$ cat src/rtl/vtg_register_arbiter.sv
// vtg_register_arbiter
//   Round-robin write arbiter sharing one vtg_register between four
//   requesters, with optional bounded bursts for a locked winner.
//
//   Ports:
//     clk    - single clock, rising edge
//     rst    - synchronous active-low reset
//     req    - [3:0] per-requester write request (level, held until ack)
//     lock   - [3:0] per-requester burst request, sampled in ACK
//     wdata  - [4*SIZE-1:0] flat data, requester i owns wdata[i*SIZE +: SIZE]
//     gnt    - [3:0] one-hot grant, high only in WRITE
//     ack    - [3:0] one-hot completion pulse, high only in ACK
//     q      - [SIZE-1:0] shared register contents
//     busy   - high whenever the arbiter is not IDLE
//
// vtg_register
//   Plain write-enabled register with synchronous active-low reset.
//
//   Ports:
//     clk, rst - clock and synchronous active-low reset
//     we       - write enable
//     datain   - [SIZE-1:0] write data
//     dataout  - [SIZE-1:0] register contents

module vtg_register #(
    parameter int              SIZE    = 8,
    parameter logic [SIZE-1:0] RST_VAL = '0
) (
    input  logic            clk,
    input  logic            rst,
    input  logic            we,
    input  logic [SIZE-1:0] datain,
    output logic [SIZE-1:0] dataout
);

    always_ff @(posedge clk) begin
        if (!rst) begin
            dataout <= RST_VAL;
        end else if (we) begin
            dataout <= datain;
        end
    end

endmodule

module vtg_register_arbiter #(
    parameter int              SIZE      = 8,
    parameter logic [SIZE-1:0] RST_VAL   = '0,
    parameter int              MAX_BURST = 4
) (
    input  logic              clk,
    input  logic              rst,
    input  logic [3:0]        req,
    input  logic [3:0]        lock,
    input  logic [4*SIZE-1:0] wdata,
    output logic [3:0]        gnt,
    output logic [3:0]        ack,
    output logic [SIZE-1:0]   q,
    output logic              busy
);

    typedef enum logic [1:0] {
        IDLE,
        WRITE,
        ACK
    } state_t;

    localparam logic [4:0] BURST_LIM = 5'(MAX_BURST);

    state_t          state;
    logic [1:0]      winner;
    logic [1:0]      ptr;
    logic [3:0]      burst_cnt;
    logic [1:0]      pick;
    logic [1:0]      idx;
    logic            found;
    logic            we;
    logic [SIZE-1:0] datain;
    logic            stay;

    function automatic logic [3:0] onehot(input logic [1:0] i);
        return 4'b0001 << i;
    endfunction

    // Round-robin search starting at ptr; first requester found wins.
    always_comb begin
        pick  = ptr;
        found = 1'b0;
        idx   = ptr;
        for (int unsigned k = 0; k < 4; k++) begin
            idx = ptr + 2'(k);
            if (!found && req[idx]) begin
                pick  = idx;
                found = 1'b1;
            end
        end
    end

    assign we     = (state == WRITE);
    assign datain = wdata[winner*SIZE +: SIZE];

    // Burst continues only while the winner still holds lock and req and
    // the next write would not exceed MAX_BURST.
    assign stay = lock[winner] && req[winner] &&
                  (({1'b0, burst_cnt} + 5'd1) < BURST_LIM);

    always_ff @(posedge clk) begin
        if (!rst) begin
            state     <= IDLE;
            winner    <= 2'd0;
            ptr       <= 2'd0;
            burst_cnt <= '0;
            gnt       <= '0;
            ack       <= '0;
            busy      <= 1'b0;
        end else begin
            case (state)
                IDLE: begin
                    if (found) begin
                        winner <= pick;
                        gnt    <= onehot(pick);
                        busy   <= 1'b1;
                        state  <= WRITE;
                    end
                end
                WRITE: begin
                    gnt   <= '0;
                    ack   <= onehot(winner);
                    state <= ACK;
                end
                ACK: begin
                    ack <= '0;
                    if (stay) begin
                        burst_cnt <= burst_cnt + 4'd1;
                        gnt       <= onehot(winner);
                        state     <= WRITE;
                    end else begin
                        burst_cnt <= '0;
                        ptr       <= winner + 2'd1;
                        busy      <= 1'b0;
                        state     <= IDLE;
                    end
                end
                default: begin
                    gnt   <= '0;
                    ack   <= '0;
                    busy  <= 1'b0;
                    state <= IDLE;
                end
            endcase
        end
    end

    vtg_register #(
        .SIZE    (SIZE),
        .RST_VAL (RST_VAL)
    ) u_reg (
        .clk     (clk),
        .rst     (rst),
        .we      (we),
        .datain  (datain),
        .dataout (q)
    );

endmodule

$ cat config.mk
export PLATFORM = sky130hd
export DESIGN_NAME = vtg_register_arbiter
export DESIGN_NICKNAME = d
export VERILOG_FILES = /design/src/rtl/vtg_register_arbiter.sv
export SDC_FILE = /design/constraint.sdc
export NUM_CORES = 1
export LEC_CHECK = 0
export ABC_AREA = 1
export ABC_CLOCK_PERIOD_IN_PS = 1800
export BUFFER_PORTS_ARGS = -buffer_cell sky130_fd_sc_hd__clkbuf_2
export CAP_MARGIN = 5
export CORE_MARGIN = 2
export CORE_UTILIZATION = 52
export CTS_BUF_LIST = sky130_fd_sc_hd__clkbuf_4
export DETAILED_ROUTE_END_ITERATION = 6
export PLACE_DENSITY = 0.87
export SYNTH_ARGS = -nofsm -noshare
export SYNTH_HDL_FRONTEND = slang
export SYNTH_SLANG_ARGS = --single-unit
$ cat constraint.sdc
create_clock -name clk -period 1.8 [get_ports clk]
set_input_delay 0.09 -clock clk [delete_from_list [all_inputs] [get_ports clk]]
set_output_delay 0.09 -clock clk [all_outputs]
set_load 0.005 [all_outputs]
Yosys cells after proc, flatten, opt, wreduce, memory -nomap -nowiden
Index checks and enable logic that the tools add are counted.
- bits in registers: 27
- input port bits: 42
- output and inout port bits: 17
- word-level logic and storage cells: 73
- $add $sub $neg: 6
- order comparisons: 6
- equality and inequality tests: 5
- shift-type cells: 3
- multiplexer cells: 30
- bitwise logic cells: 2
- reductions and logical operators: 13
- operators by type and width (cell ; count):
    32-bit by 6-bit indexed part select with 8-bit output ; 1
    4-bit case mux with 2 select lines ; 2
    2-bit by 3-bit < comparator with 1-bit output (second input constant) ; 5
    1-bit two-way mux ; 13
    1-bit binary-select mux with 2-bit select ; 6
    4-bit two-way mux ; 3
    2-bit two-way mux ; 4
    1-bit by 2-bit left shift with 4-bit output (first input constant) ; 2
    2-bit != test (second input constant) ; 3
    2-bit case mux with 3 select lines ; 1
    2-bit AND reduction ; 3
    4-bit by 1-bit adder with 5-bit output (second input constant) ; 1
    1-bit logical AND ; 5
    5-bit by 3-bit < comparator with 1-bit output (second input constant) ; 1
    2-bit by 1-bit adder with 2-bit output (second input constant) ; 2
    2-bit adder (second input constant) ; 2
    4-bit by 1-bit adder with 4-bit output (second input constant) ; 1
    1-bit logical NOT ; 3
    1-bit case mux with 3 select lines ; 1
    3-bit AND reduction ; 1
    2-bit by 1-bit == test with 1-bit output (second input constant) ; 1
    2-bit == test (second input constant) ; 1
    2-bit logical NOT ; 1
    1-bit inverter ; 2

Depth between registers and ports, before layout
- word-level depth: 15
- depth in mapped cells: 14
- mapped depth without buffers: 13

By module
A second synthesis with hierarchy kept.
- cells, all modules: 280
- area total of the unflattened synthesis: 1833.0 um2
- by module, submodules not included (module ; times used ; cells each ; area each (um2) ; seq. area each (um2)):
    vtg_register_arbiter ; 1 ; 229 ; 1476.4 ; 380.4
    vtg_register ; 1 ; 51 ; 356.6 ; 160.2

Least setup slack after synthesis
OpenSTA, ideal clock, no wires.
- path kind: register to register
- from: reg burst_cnt[0]
- to: reg gnt[0]
- setup time: 0.116 ns
- arrival: 1.432 ns
- data required time: 1.684 ns
- slack: 0.252 ns
- stages on the path, launching flop included: 9
- buffers on the path: 0
- period minus slack after synthesis: 1.548 ns
- cell sequence: dfxtp_1 -> ha_1 -> or2_2 -> a21oi_1 -> nand3_1 -> nand2_1 -> nand2_4 -> nor2_1 -> a21oi_2
- word-level cells in the longest chain between the ends: 5
- ends and longest elaborated chain (what ; RTL line ; text):
    start, declared ; 73 ; logic [3:0] burst_cnt;
    start signal, assigned ; 134 ; burst_cnt <= burst_cnt + 4'd1;
    4-bit by 1-bit adder with 5-bit output ; 105 ; (({1'b0, burst_cnt} + 5'd1) < BURST_LIM);
    5-bit by 3-bit < comparator with 1-bit output ; 105 ;
    1-bit logical AND ; 104 ; assign stay = lock[winner] && req[winner] &&
    2-bit != test (no source line) ; - ;
    2-bit AND reduction (no source line) ; - ;
    end signal, assigned ; 121 ; gnt <= onehot(pick);
    end signal, assigned ; 135 ; gnt <= onehot(winner);
    end, declared ; 56 ; output logic [3:0] gnt,
No other way between the ends.
A chain may end at the register's enable or synchronous reset.

Final worst setup path
- from: reg burst_cnt[0]
- to: reg gnt[3]
The elaborated chain is that of the path after synthesis.

==> reports/results.tsv <==
stage	metric	value	unit
worst_setup_path	Critical Path Slowest Stage Cell	dfxtp_1	
routing	drt wl/cell	11.3	µm
synth	Synth warnings	0	
worst_setup_path	CP top delay family	simple AND/OR/NAND/NOR gates	
timing	Least-Margin Pin Slew	0.429	ns
routing	final WL	4420	µm
run_status	status	finished clean	
worst_setup_path	Max stage delay on crit path	0.37	ns
worst_setup_path	startpoint types	flop	
cts	H-tree levels	1	
routing	DRC	0	
worst_setup_path	crit-path max FO	8	
layout	area growth from synthesis to layout	24.1	%
die	die height	62.3	µm
worst_setup_path	Worst Path Required	2.06	ns
routing	Detail Route Antenna Nets	0	
layout	share of layout cells above drive strength 1	30.7	%
routing	1st-pass router iterations	4	
worst_setup_path	Worst Path Arrival	1.98	ns
routing	Vias/cell	5.01	
power_and_ir_drop	Leak	1.15	nW
die	FP Rows	21	
timing	final setup vio count	0	
grt	first-pass GRT wire length	7400	µm
synth	Mean Syn Cell Area	6.27	µm²
layout	most frequent cells in the layout	60 x nand2_1, 58 x clkbuf_2, 49 x nor2_1	
die	Starting Density	53.4	%
timing	Tcrit/Tclk final	96.0	%
die	core area	0.00331	mm²
die	chip width	62.3	µm
timing	fmax	579	MHz
synth	post-synthesis sequential area ratio	30.6	%
die	total die area	0.00389	mm²
worst_setup_path	CP Capture Type	flop	
place	Port-buffer cells	58	
timing	worst hold slack	0.0997	ns
cts	Clk pin slew, worst setup/hold paths	0.15	ns
power_and_ir_drop	maximum vdd drop	0.000482	V
worst_hold_path	Hold Crit Class	input port to flop	
timing	Slew Limit Fails	0	
place	post-detail-place hpwl	3360	µm
place	routability cong.	0.836	
synth	Synth Area in Simple Gates	39.5	%
grt	vias in the first global route	1777	
routing	total number of vias	1959	
synth	Synth Area in Compound Gates	16.8	%
synth	Mapped Nets	329	
worst_setup_path	path type of the worst setup path	flop to flop	
synth	multiplexer share of the synthesized area	0	%
die	I/O Pins	59	
flow_run	Max-Cap Viols	0	
synth	main combinational cell family by area after synthesis	simple AND/OR/NAND/NOR gates	
cts	Max Root-Sink Buffers	2	
grt	largest net degree at the start of global routing	20	
cts	clock latency on the worst-skew pair	0.34	ns
synth	synthesis-stage register bit count	27	
cts	clk root buf	clkbuf_4	
synth	xor and xnor area share after synthesis	0	%
synth	top cell type's share of synthesized area	30.6	%
power_and_ir_drop	Power Density	904	mW/mm²
grt	initial antenna violation count	0	
timing	Final min period	1.73	ns
worst_setup_path	Worst Path Buf+Inv	0	
timing	relative slew slack	71.4	%
synth	post-synthesis cell type count	27	
cts	CTS buffer count	3	
synth	Synth area leader	dfxtp_1	
synth	Post-Synth Adder-Cell Area	3.54	%
synth	Area contributors post-synth	dfxtp_1 31%, nand2_1 13%, nor2_1 11%, o21ai_0 8.8%, nand3_1 6.5%	
cts	CTS tree	yes	
synth	Cell Area, Synth	0.00177	mm²
grt	GRT overflow	0	
worst_setup_path	most used cell along the critical path	a21oi_2	
grt	gr usage total	23.2	%
layout	most common cell after layout, fill and taps aside	nand2_1	
worst_setup_path	crit path cell chain	ha_1 -> or2_2 -> a21oi_2 -> nand3_2 -> nand2_2 -> nand2_4 -> nor2_1 -> a21oi_2	
synth	cell count after synthesis	282	
layout	diode count	0	
timing	setup tns final	0	ns
cts	CTS Sinks	27	
routing	Starting DRT DRC Count	104	
timing	endpoints failing hold	0	
timing	Clock Skew	0.0103	ns
layout	# nets final	393	
-- metrics by stage --
stage	power [mW]	cell area [µm²]	utilization [%]	worst slack (ns)	std cells
global placement	1.67	2130	64.4	0.0744	385
global route	2.16	2200	66.3	-0.0219	391
finish	1.98	2200	66.3	0.0728	391
floorplan	1.41	1770	-	0.252	282
CTS	1.97	2160	65.3	0.00993	389
detailed placement	1.70	2130	64.4	0.0325	385
-- timing repair --
| action | in CTS | in global routing |
|---|---|---|
| endpoints found under the hold margin | 0 | 0 |
| hold buffers | 0 | 0 |
| cloned | 0 | 0 |
| resized for setup | 1 | 7 |
| setup endpoints to repair | 1 | 9 |
| pin swaps | 0 | 1 |
| buffers inserted | 0 | 2 |
-- synthesized netlist by cell type --
cell type,count
a21oi_1,7
a21oi_2,5
buf_4,1
buf_6,1
clkbuf_1,7
clkinv_1,2
dfxtp_1,27
ha_1,5
inv_1,28
inv_2,3
nand2_1,61
nand2_2,9
nand2_4,2
nand3_1,23
nand3_2,1
nand3b_1,1
nand4_2,1
nor2_1,51
nor2_2,2
nor2_4,1
nor2_8,1
nor3_1,1
o21ai_0,31
o21ai_1,1
o21ai_2,1
o22ai_1,8
or2_2,1
-- worst register-to-register path, cell delays in order, from the launching register on --
cell and delay, ns:
dfxtp_1 0.37, ha_1 0.22, or2_2 0.29, a21oi_2 0.18, nand3_2 0.12, nand2_2 0.14
nand2_4 0.10, nor2_1 0.16, a21oi_2 0.07
-- logic make-up after synthesis --
group,Yosys count
AO/OA/AOI/OAI,53
flip-flops,27
AND/OR/NAND/NOR,155
adder cells (fa/ha/maj),5
buffers and inverters,42
-- routing by layer --
| metal | vias up | wire [µm] | track usage [%] |
|---|---|---|---|
| met5 | - | 0 | 0 |
| met4 | 0 | 55 | 10.0 |
| met3 | 7 | 247 | 5.25 |
| met2 | 71 | 2140 | 38.3 |
| met1 | 853 | 1980 | 29.0 |
| li1 | 1028 | - | - |
-- sequential cells by signal (all words and copies together), names as in the netlist --
register       flops
burst_cnt          4
ack                4
u_reg.dataout      8
state              2
gnt                4
winner             2
ptr                2
busy               1
-- power breakdown --
| part | internal, mW | switching, mW | leakage [nW] |
|---|---|---|---|
| Combinational | 0.373 | 0.586 | 0.908 |
| Sequential | 0.691 | 0.0629 | 0.222 |
| Clock | 0.0837 | 0.186 | 0.0177 |
| Total | 1.15 | 0.836 | 1.15 |
-- final timing paths --
path,from,endpoint,slack [ns],cells after the start
hold reg to reg,burst_cnt[3],burst_cnt[3],0.46,2
setup / recovery,burst_cnt[0],gnt[3],0.07,8
setup reg to reg,burst_cnt[0],gnt[3],0.07,8
hold / removal,wdata[6],u_reg.dataout[6],0.1,5
-- cell type report --
class                   count  area (µm²)
fillers                   336        1110
multi-input cells         213        1080
flip-flops and latches     27         543
repair buffers             68         365
inverters                  33         126
well taps                  46        57.6
clock buffers               3        22.5
clock inverters             1        5.00
(Power assumes the default switching activity.)
